### config.mk
export PLATFORM = sky130hd
export DESIGN_NAME = hour_counter
export DESIGN_NICKNAME = d
export VERILOG_FILES = /design/src/rtl/hour_counter.sv
export SDC_FILE = /design/constraint.sdc
export NUM_CORES = 1
export LEC_CHECK = 0
export BUFFER_PORTS_ARGS = -buffer_cell sky130_fd_sc_hd__buf_2
export CORE_ASPECT_RATIO = 0.8
export CORE_MARGIN = 5
export CORE_UTILIZATION = 53
export DETAILED_ROUTE_END_ITERATION = 10
export HOLD_SLACK_MARGIN = 0.15
export PLACE_DENSITY = 0.76
export SLEW_MARGIN = 20
export SYNTH_ARGS = -nofsm -noshare
export SYNTH_HDL_FRONTEND = slang
export SYNTH_SLANG_ARGS = --single-unit
export TNS_END_PERCENT = 5
### constraint.sdc
create_clock -name clk -period 3.8 [get_ports clk]
set_clock_uncertainty 0.2 [all_clocks]
set_input_delay 0.57 -clock clk [delete_from_list [all_inputs] [get_ports clk]]
set_output_delay 0.57 -clock clk [all_outputs]
set_load 0.02 [all_outputs]
### src/rtl/hour_counter.sv
// Hour stage of the clock chain: 0-23 count advanced by minute wraps or manual set,
// with registered 12 h / 24 h BCD display digits, PM flag and a day-wrap pulse.
module hour_counter #(
    parameter int RESET_HOUR = 0
) (
    input  logic       clk,
    input  logic       reset,
    input  logic       min_carry,
    input  logic       mode_12h,
    input  logic       set_en,
    input  logic       set_inc,
    input  logic       set_dec,
    output logic [4:0] hour,
    output logic [1:0] disp_tens,
    output logic [3:0] disp_ones,
    output logic       pm,
    output logic       day_carry
);

    localparam logic [4:0] RESET_VAL = 5'(RESET_HOUR);
    localparam logic [4:0] MAX_HOUR  = 5'd23;

    logic       mc_q, inc_q, dec_q;
    logic       mc_rise, inc_rise, dec_rise;
    logic [4:0] hour_reg, hour_next;
    logic       day_carry_reg, day_carry_next;
    logic [1:0] disp_tens_reg, disp_tens_next;
    logic [3:0] disp_ones_reg, disp_ones_next;
    logic       pm_reg, pm_next;
    logic [4:0] disp_val;

    // History flops reset high so levels already present at reset release never step.
    assign mc_rise  = min_carry & ~mc_q;
    assign inc_rise = set_inc   & ~inc_q;
    assign dec_rise = set_dec   & ~dec_q;

    always_comb begin
        hour_next      = hour_reg;
        day_carry_next = 1'b0;
        if (!set_en) begin
            if (mc_rise) begin
                if (hour_reg == MAX_HOUR) begin
                    hour_next      = 5'd0;
                    day_carry_next = 1'b1;
                end else begin
                    hour_next = hour_reg + 5'd1;
                end
            end
        end else if (inc_rise && !dec_rise) begin
            hour_next = (hour_reg == MAX_HOUR) ? 5'd0 : hour_reg + 5'd1;
        end else if (dec_rise && !inc_rise) begin
            hour_next = (hour_reg == 5'd0) ? MAX_HOUR : hour_reg - 5'd1;
        end
    end

    always_comb begin
        disp_val = hour_reg;
        if (mode_12h) begin
            if (hour_reg == 5'd0) begin
                disp_val = 5'd12;
            end else if (hour_reg > 5'd12) begin
                disp_val = hour_reg - 5'd12;
            end
        end
        if (disp_val >= 5'd20) begin
            disp_tens_next = 2'd2;
            disp_ones_next = 4'(disp_val - 5'd20);
        end else if (disp_val >= 5'd10) begin
            disp_tens_next = 2'd1;
            disp_ones_next = 4'(disp_val - 5'd10);
        end else begin
            disp_tens_next = 2'd0;
            disp_ones_next = 4'(disp_val);
        end
        pm_next = (hour_reg >= 5'd12);
    end

    always_ff @(posedge clk) begin
        if (!reset) begin
            mc_q          <= 1'b1;
            inc_q         <= 1'b1;
            dec_q         <= 1'b1;
            hour_reg      <= RESET_VAL;
            day_carry_reg <= 1'b0;
            disp_tens_reg <= 2'd0;
            disp_ones_reg <= 4'd0;
            pm_reg        <= 1'b0;
        end else begin
            mc_q          <= min_carry;
            inc_q         <= set_inc;
            dec_q         <= set_dec;
            hour_reg      <= hour_next;
            day_carry_reg <= day_carry_next;
            disp_tens_reg <= disp_tens_next;
            disp_ones_reg <= disp_ones_next;
            pm_reg        <= pm_next;
        end
    end

    assign hour      = hour_reg;
    assign day_carry = day_carry_reg;
    assign disp_tens = disp_tens_reg;
    assign disp_ones = disp_ones_reg;
    assign pm        = pm_reg;

endmodule

==> results.py <==
metrics = {
    "timing": {
        "max_slew_margin_pct": 45.8,
        "worst_pin_slew_ns": 0.807,
        "fin_crit_sh_pct": 75.2,
        "fmax_mhz": 350,
        "hold_viol_final": 0,
        "period_needed_ns": 2.86,
        "setup_tns_ns": 0,
        "setup_viol": 0,
        "finalMaxSlewViolations": 0,
        "rsz0062_at_grt": "false",
    },
    "critical_path": {
        "critical_path_required_ns": 3.78,
        "cp_slowest_cell": "dfxtp_1",
        "cp-end-kind": "register",
        "crit_arrival_ns": 2.83,
        "crit_top_cell": "ha_1",
        "path_cells": "inv_1 > ha_1 > a21boi_1 > o21ai_2 > a22o_1 > nor2_2 > ha_1 > nand2_1 > nand3_2 > nor2_1 > o21a_1 > o31a_1",
        "cp_max_fo": 15,
        "crit_path_max_incr_delay_ns": 0.59,
        "start_kind": "register",
        "critical_path_class": "reg -> reg",
        "ff2ff_path_depth": 12,
    },
    "detailed_routing": {
        "wl_met1_mm": 1.15,
        "wl_met3_um": 118,
        "wire_per_inst_um": 14.3,
        "drcViolationCount": 0,
        "final_antenna_net_count": 0,
        "drt_iter0_drc": 17,
        "route.met2.wl_mm": 1.18,
        "firstDrtPassIters": 4,
        "finalWirelength_mm": 2.44,
        "num_vias": 987,
        "highest-signal-layer": "met3",
        "viasPerCell": 5.77,
    },
    "synthesis": {
        "ys_seq_area_share_pct": 29.3,
        "synthTopCellsByArea": "dfxtp_1 (29%), ha_1 (9.1%), nand2b_1 (4.6%), a21oi_1 (4.1%), nand2_1 (3.8%)",
        "yosysWarnings": 0,
        "synthesis.area_mm2": 0.00109,
        "syn_area_per_cell_um2": 8.49,
        "ys_ff_latch": 16,
        "syn_inst": 129,
        "yosys-top-cells-count": "dfxtp_1 (16), nand2_1 (11), a21oi_1 (9), nor2_1 (9)",
        "yosysMostFrequentCell": "dfxtp_1",
        "synth_edf_count": 0,
        "ys_async_sr_fraction_pct": 0,
        "synth_top_area_share_pct": 29.3,
        "synth_nets": 144,
        "synthFlopType": "dfxtp_1",
        "synth_cell_types": 49,
        "yosysTopAreaCell": "dfxtp_1",
    },
    "global_routing": {
        "grt_max_degree": 17,
        "overflow": 0,
        "grt_usage_pct": 16.9,
        "antenna_found_initial": 0,
        "grt_first_pass_wirelength_mm": 4.07,
        "grt_pass1_vias": 894,
    },
    "finish": {
        "n_antenna_cell": 0,
        "largest_reg_flops": 5,
        "register_area_um2": 320,
        "drive_above_1_share_pct": 21.8,
        "fill_cells": 181,
        "syn_to_final_growth_pct": 11.2,
        "final_nets": 163,
        "fin_util_pct": 63.2,
        "multi_input_area_um2": 709,
    },
    "die": {
        "die_y_um": 50.7,
        "io_pins": 20,
        "die_w_um": 60.8,
        "rows": 14,
        "coreArea_mm2": 0.00193,
        "start_util_pct": 56.8,
        "die-area_mm2": 0.00308,
    },
    "clocking": {
        "cts-root-buf": "clkbuf_4",
        "cts_inserted_buffers": 3,
        "cts_tree": "built",
        "post_cts_resized": 0,
        "cts_max_level": 1,
        "cts_hold_buf": 0,
        "clock_sinks": 16,
        "clkTransAtPathRegs_ns": 0.09,
        "clockBufferDepth": 2,
        "cts_setup_buffers": 0,
        "insertion_delay_ns": 0.28,
    },
    "job": {
        "cap_violations": 0,
    },
    "pwr": {
        "clkPwrFrac_pct": 24.7,
        "switching_share_pct": 34.1,
        "peakVddDrop_mv": 0.247,
        "pwr-share-seq_pct": 44.1,
        "p_leak_nw": 0.534,
        "intPower_mw": 0.291,
        "p_per_area_mw_per_mm2": 363,
        "combPwrFrac_pct": 31.2,
        "p_switching_mw": 0.151,
    },
    "min_path": {
        "holdCritPathClass": "in -> reg",
        "worstHoldPathCells": 2,
    },
    "placed_design": {
        "gp_congestion": 0.941,
        "dpl.hpwl_mm": 1.84,
        "portBuffers": 19,
    },
    "status": {
        "status": "completed",
    },
}
placed cells by master (no fill, tap or decap), types with 3 or more instances in the layout:
cell type	instances
buf_2	19
dfxtp_1	16
nand2_1	11
nor2_1	9
a21oi_1	9
nand2b_1	8
ha_1	8
inv_1	6
nor3_1	5
o21ai_0	5
o21ai_1	3
clkbuf_4	3
metrics by stage:
stage | std cells | instance area, um2 | setup WS, ns | power (mW) | hold slack, ns
after floorplan | 129 | 1090 | 0.981 | 0.302 | 0.299
after global placement | 167 | 1180 | 1.07 | 0.331 | 0.329
after detailed placement | 167 | 1180 | 0.969 | 0.335 | 0.332
after CTS | 171 | 1220 | 0.963 | 0.444 | 0.267
after global routing | 171 | 1220 | 0.743 | 0.471 | 0.264
final | 171 | 1220 | 0.941 | 0.442 | 0.271
final timing paths:
check                from            to  slack [ns]
hold / removal    set_dec         dec_q        0.27
setup reg to reg  hour[1]  disp_ones[1]        0.94
setup / recovery  hour[1]  disp_ones[1]        0.94
hold reg to reg      mc_q     day_carry        0.35
layout make-up:
type | instances | area share, %
multi-input cells | 101 | 58.3
flip-flops and latches | 16 | 26.3
repair buffers | 19 | 7.81
clock buffers | 4 | 2.98
well taps | 24 | 2.47
inverters | 7 | 2.16
per-layer routing:
metal  up-vias  GRT usage, %
li1        506             -
met1       462          23.0
met2        19          27.2
met3         0          4.62
met4         0          2.17
met5         -             0
power groups by stage:
stage	Sequential (mW)	Clock, mW	Combinational, mW
floorplan	0.202	0	0.100
global placement	0.198	0	0.133
detailed placement	0.198	0	0.136
CTS	0.195	0.112	0.137
global route	0.197	0.121	0.153
finish	0.195	0.109	0.138
worst max-delay path: cells and delay by family (launching register included):
family | cells | cell delay [ns]
AOI/OAI and AO/OA | 5 | 0.98
DFF | 1 | 0.59
adders and majority gates | 2 | 0.43
and+or+nand+nor | 4 | 0.39
buffers and inverters | 1 | 0.16
logic make-up after synthesis:
| family | after synthesis | share of synthesized area, % |
|---|---|---|
| multiplexers | 3 | 3.09 |
| XOR/XNOR | 3 | 2.40 |
| buffers and inverters | 12 | 5.94 |
| adder cells (fa/ha/maj) | 8 | 9.14 |
| flip-flops | 16 | 29.3 |
| AO/OA/AOI/OAI | 39 | 27.1 |
| AND/OR/NAND/NOR | 48 | 23.1 |
Power figures use the tool's default switching activity.
